`src/rtl/mask_carrier_modulator.sv`:
```
// Square-carrier selector: N_LEVELS carriers from one divider, symbols held SYMBOL_CYCLES clocks each.
// Optional build macro MASK_PHASE_RESET_EN restarts carrier phase at every accepted symbol.
module mask_carrier_modulator #(
  parameter int N_LEVELS      = 4,
  parameter int SEL_W         = 2,
  parameter int BASE_LOG2     = 0,
  parameter int SYMBOL_CYCLES = 32
) (
  input  logic                clk,
  input  logic                rst,
  input  logic [SEL_W-1:0]    sym_data,
  input  logic                sym_valid,
  output logic                sym_ready,
  output logic                mod_out,
  output logic [N_LEVELS-1:0] carriers,
  output logic                busy,
  output logic                sym_start,
  output logic                underrun
);

  localparam int DIV_W = BASE_LOG2 + N_LEVELS;
  localparam int CNT_W = $clog2(SYMBOL_CYCLES);
  localparam logic [CNT_W-1:0] CNT_LOAD = CNT_W'(SYMBOL_CYCLES - 1);

  typedef enum logic {IDLE, RUN} state_t;

  state_t           state, state_next;
  logic [DIV_W-1:0] div_cnt;
  logic [SEL_W-1:0] sel_q, sel_next;
  logic [CNT_W-1:0] sym_cnt, cnt_next;
  logic             accept, cnt_zero;
  logic             start_next, underrun_next, mod_next;

  assign carriers  = div_cnt[BASE_LOG2 +: N_LEVELS];
  assign cnt_zero  = (sym_cnt == '0);
  assign sym_ready = (state == IDLE) || ((state == RUN) && cnt_zero);
  assign accept    = sym_valid && sym_ready;
  assign busy      = (state == RUN);
  assign mod_next  = (state == RUN) ? carriers[sel_q] : 1'b0;

`ifdef MASK_PHASE_RESET_EN
  // Phase restart: the accept cycle loads zero instead of incrementing.
  always_ff @(posedge clk or posedge rst) begin
    if (rst)         div_cnt <= '0;
    else if (accept) div_cnt <= '0;
    else             div_cnt <= div_cnt + DIV_W'(1);
  end
`else
  always_ff @(posedge clk or posedge rst) begin
    if (rst) div_cnt <= '0;
    else     div_cnt <= div_cnt + DIV_W'(1);
  end
`endif

  always_ff @(posedge clk or posedge rst) begin
    if (rst) begin
      state     <= IDLE;
      sel_q     <= '0;
      sym_cnt   <= '0;
      sym_start <= 1'b0;
      underrun  <= 1'b0;
      mod_out   <= 1'b0;
    end else begin
      state     <= state_next;
      sel_q     <= sel_next;
      sym_cnt   <= cnt_next;
      sym_start <= start_next;
      underrun  <= underrun_next;
      mod_out   <= mod_next;
    end
  end

  // A new symbol may only be taken on the last cycle of the current one.
  always_comb begin
    state_next    = state;
    sel_next      = sel_q;
    cnt_next      = sym_cnt;
    start_next    = 1'b0;
    underrun_next = 1'b0;
    case (state)
      IDLE: begin
        if (accept) begin
          sel_next   = sym_data;
          cnt_next   = CNT_LOAD;
          state_next = RUN;
          start_next = 1'b1;
        end
      end
      RUN: begin
        if (!cnt_zero) begin
          cnt_next = sym_cnt - CNT_W'(1);
        end else if (accept) begin
          sel_next   = sym_data;
          cnt_next   = CNT_LOAD;
          start_next = 1'b1;
        end else begin
          state_next    = IDLE;
          underrun_next = 1'b1;
        end
      end
      default: state_next = IDLE;
    endcase
  end

endmodule

```
`config.mk`:
```
export PLATFORM = sky130hd
export DESIGN_NAME = mask_carrier_modulator
export DESIGN_NICKNAME = d
export VERILOG_FILES = /design/src/rtl/mask_carrier_modulator.sv
export SDC_FILE = /design/constraint.sdc
export NUM_CORES = 1
export LEC_CHECK = 0
export CORE_MARGIN = 3
export CORE_UTILIZATION = 24
export DETAILED_ROUTE_END_ITERATION = 7
export DONT_BUFFER_PORTS = 1
export GPL_TIMING_DRIVEN = 0
export SLEW_MARGIN = 30
export SYNTH_ARGS = -nofsm -noshare
export SYNTH_HDL_FRONTEND = slang
export SYNTH_SLANG_ARGS = --single-unit
export TNS_END_PERCENT = 100
```
`constraint.sdc`:
```
create_clock -name clk -period 1.78 [get_ports clk]
set_input_delay 0.178 -clock clk [delete_from_list [all_inputs] [get_ports clk]]
set_output_delay 0.178 -clock clk [all_outputs]
set_load 0.01 [all_outputs]
```
==> impl_metrics.ini <==
[finish]
final_standard_cell_area_without_fillers_sq_um = 722
diodes = 0
top_library_cells_by_usage_in_the_layout_fill_and_taps_aside = 15 x sky130_fd_sc_hd__dfrtp_1, 6 x sky130_fd_sc_hd__inv_1, 3 x sky130_fd_sc_hd__xnor2_1, 3 x sky130_fd_sc_hd__clkbuf_4
area_growth_syn_to_layout_pct = 12.7
design.final.nets = 60
filler_cell_count = 261
final_common_cell = sky130_fd_sc_hd__dfrtp_1
drive_above_1_share = 0.154
final_core_utilization = 0.289

[critical_path]
start_kind = flop
worst_ep_required_time_ns = 1.60
regToRegSetupSlack_ns = 0.22
critical_path_arrival_ns = 1.48
crit_slowest_cell = sky130_fd_sc_hd__dfrtp_1
timing.critical_path.max_delay_family = simple AND/OR/NAND/NOR gates
path_cells = inv_1 -> ha_1 -> nor4b_4 -> nand2b_4
critPathKind = reg2out
max_stage_delay_ns = 0.39
max_fanout_on_critical_path = 4
worst_setup_path_end_kind = primary output
critPathBufInv = 1

[global_route]
grt_remaining_overflow = 0
grt.total_usage = 0.0729
antenna_violations_before_repair = 0
grt_max_degree = 16
grt_first_pass_wirelength_microns = 1770
grt_pass1_vias = 372

[sta]
min_period_over_period = 0.931
setup_tns_ns = 0
rsz0062_at_grt = false
period_needed_ns = 1.66
skew_ns = 0.00132
achievable-frequency_ghz = 0.604
setup_violations = 0
fin_worst_hold_slack_ns = 0.0323
max_slew.worst_pin.slew_ns = 0.541
final_max_slew_viol_count = 0
finalHoldViolCount = 0
slew_limit_headroom = 0.639

[die]
std_cell_rows = 18
die-width_microns = 57.7
initial_util = 0.256
design.core.area_sq_um = 2500
die_area_sq_um = 3330
floorplan.die.height_microns = 57.7
ioPinCount = 14

[drt]
viasPerCell = 4.62
drc_errors = 0
route.vias.total = 379
wirelength_met1_microns = 470
route.detailed.wl_per_inst_microns = 12.8
number_of_antenna_violating_nets_in_the_routed_design = 0
met2_wirelength_microns = 518
route.top_layer_used = met4
initialDrtViolationCount = 10
drtPass1Iterations = 2
drt-total-wl_microns = 1050
route.met3.wl_microns = 43

[worst_hold_path]
hold_class = in2reg

[yosys]
post_synth.cell_area_avg_sq_um = 13.6
synthesis.instances = 47
synth_seq_cells = 15
library_cells_used_by_synthesis = 23
synth_top_cell_by_area = sky130_fd_sc_hd__dfrtp_1
yosysTopAreaCellShare = 0.586
synth_area_leaders = sky130_fd_sc_hd__dfrtp_1 59%, sky130_fd_sc_hd__xnor2_1 4.1%, sky130_fd_sc_hd__ha_1 3.9%
yosysWarningCount = 0
post_synth_instance_area_sq_um = 641
mappedNetlistNets = 54
synth-seq-area-share = 0.586

[clocking]
clkSlewWorstSetupHoldPaths_ns = 0.08
clock_insertion_delay_worst_skew_ns = 0.27
cts_post_setup_buffers_inserted = 0
cts.htree.levels = 1
cts.root.buffer_cell = sky130_fd_sc_hd__clkbuf_4
cts_sinks = 15
inserted_clock_buffers = 3
clock_tree_from_tritoncts = done
cts_max_path_buffers = 2

[placement]
routabilityCongestion = 0.771
buffer_ports.inserted = 0
placed_area_sq_um = 678
dp_hpwl_microns = 805

[power_and_ir_drop]
ir_worst_vdd_mv = 0.589
total_leakage_power_nw = 0.345
power.density_cell_area_nw_per_um2 = 1480

[job]
maxCapViolations = 0

[run_status]
outcome = complete, no violations
## sequential cells by signal, indices dropped and copies added (netlist names)
signal     cells
carriers       4
busy           1
sym_start      1
mod_out        1
sel_q          2
underrun       1
sym_cnt        5
## final timing paths
check | from | endpoint | cells past startpoint
max in group asynchronous | rst | carriers[0]$_DFF_PP0_ | 2
min in group asynchronous | rst | sel_q[0]$_DFFE_PP0P_ | 2
min | sym_data[0] | sel_q[0]$_DFFE_PP0P_ | 1
max | sym_cnt[0]$_DFF_PP0_ | sym_ready | 4
max reg2reg | sym_cnt[0]$_DFF_PP0_ | sel_q[1]$_DFFE_PP0P_ | 5
min reg2reg | sel_q[1]$_DFFE_PP0P_ | sel_q[1]$_DFFE_PP0P_ | 1
## cell families (layout without fill, tap and decap cells)
family	count (synthesis)	after routing	synth area share
buffers and inverters	6	11	0.0352
AO/OA/AOI/OAI	6	6	0.0723
XOR/XNOR	4	4	0.0547
multiplexers	5	5	0.104
adder cells (fa/ha/maj)	2	2	0.0391
flip-flops	15	15	0.586
AND/OR/NAND/NOR	9	9	0.109
## cell type report
class / instances / area, sq um / share of cell area
tap: 30 / 37.5 / 0.0520
multi-input combinational: 26 / 250 / 0.347
timing repair buffer: 1 / 10.0 / 0.0139
clock buffer: 4 / 26.3 / 0.0364
inverter: 6 / 22.5 / 0.0312
sequential: 15 / 375 / 0.520
## power by group
part           switching (mW)  total (mW)  leakage [nW]  internal [mW]
sequential              0.117       0.558         0.187          0.441
combinational           0.136       0.330         0.143          0.194
clock                  0.0931       0.180        0.0150         0.0868
## repair_timing
action	in CTS	in global routing
resized for setup	0	2
endpoints found under the hold margin	15	0
hold buffers	1	0
setup endpoints to repair	0	1
## metal layers
metal	global-route usage	vias up
li1	-	175
met1	0.0921	195
met2	0.103	7
met3	0.0401	2
met4	0.0298	0
met5	0	-
## synthesized netlist by cell type
cell                        instances
sky130_fd_sc_hd__a2bb2oi_1          1
sky130_fd_sc_hd__or4_1              1
sky130_fd_sc_hd__mux2i_1            1
sky130_fd_sc_hd__xor2_1             1
sky130_fd_sc_hd__mux2_1             2
sky130_fd_sc_hd__mux2_2             1
sky130_fd_sc_hd__o21bai_1           1
sky130_fd_sc_hd__ha_1               2
sky130_fd_sc_hd__nand3_1            1
sky130_fd_sc_hd__o41ai_1            1
sky130_fd_sc_hd__and3_1             1
sky130_fd_sc_hd__xnor2_1            3
sky130_fd_sc_hd__nor4b_4            1
sky130_fd_sc_hd__a21oi_1            1
sky130_fd_sc_hd__nand2b_1           1
sky130_fd_sc_hd__nor3b_1            1
sky130_fd_sc_hd__dfrtp_1           15
sky130_fd_sc_hd__o211ai_1           1
sky130_fd_sc_hd__nor2_1             2
sky130_fd_sc_hd__mux4_2             1
sky130_fd_sc_hd__o21ai_2            1
sky130_fd_sc_hd__inv_1              6
sky130_fd_sc_hd__and2_1             1
## per-stage QoR
step	instances	total power [mW]	setup slack (ns)
after detailed placement	77	0.885	0.224
after floorplan	47	0.817	0.387
after CTS	82	1.07	0.0412
after global routing	82	1.15	0.00520
after global placement	77	0.872	0.238
final	82	1.07	0.123
(Power assumes the default switching activity.)
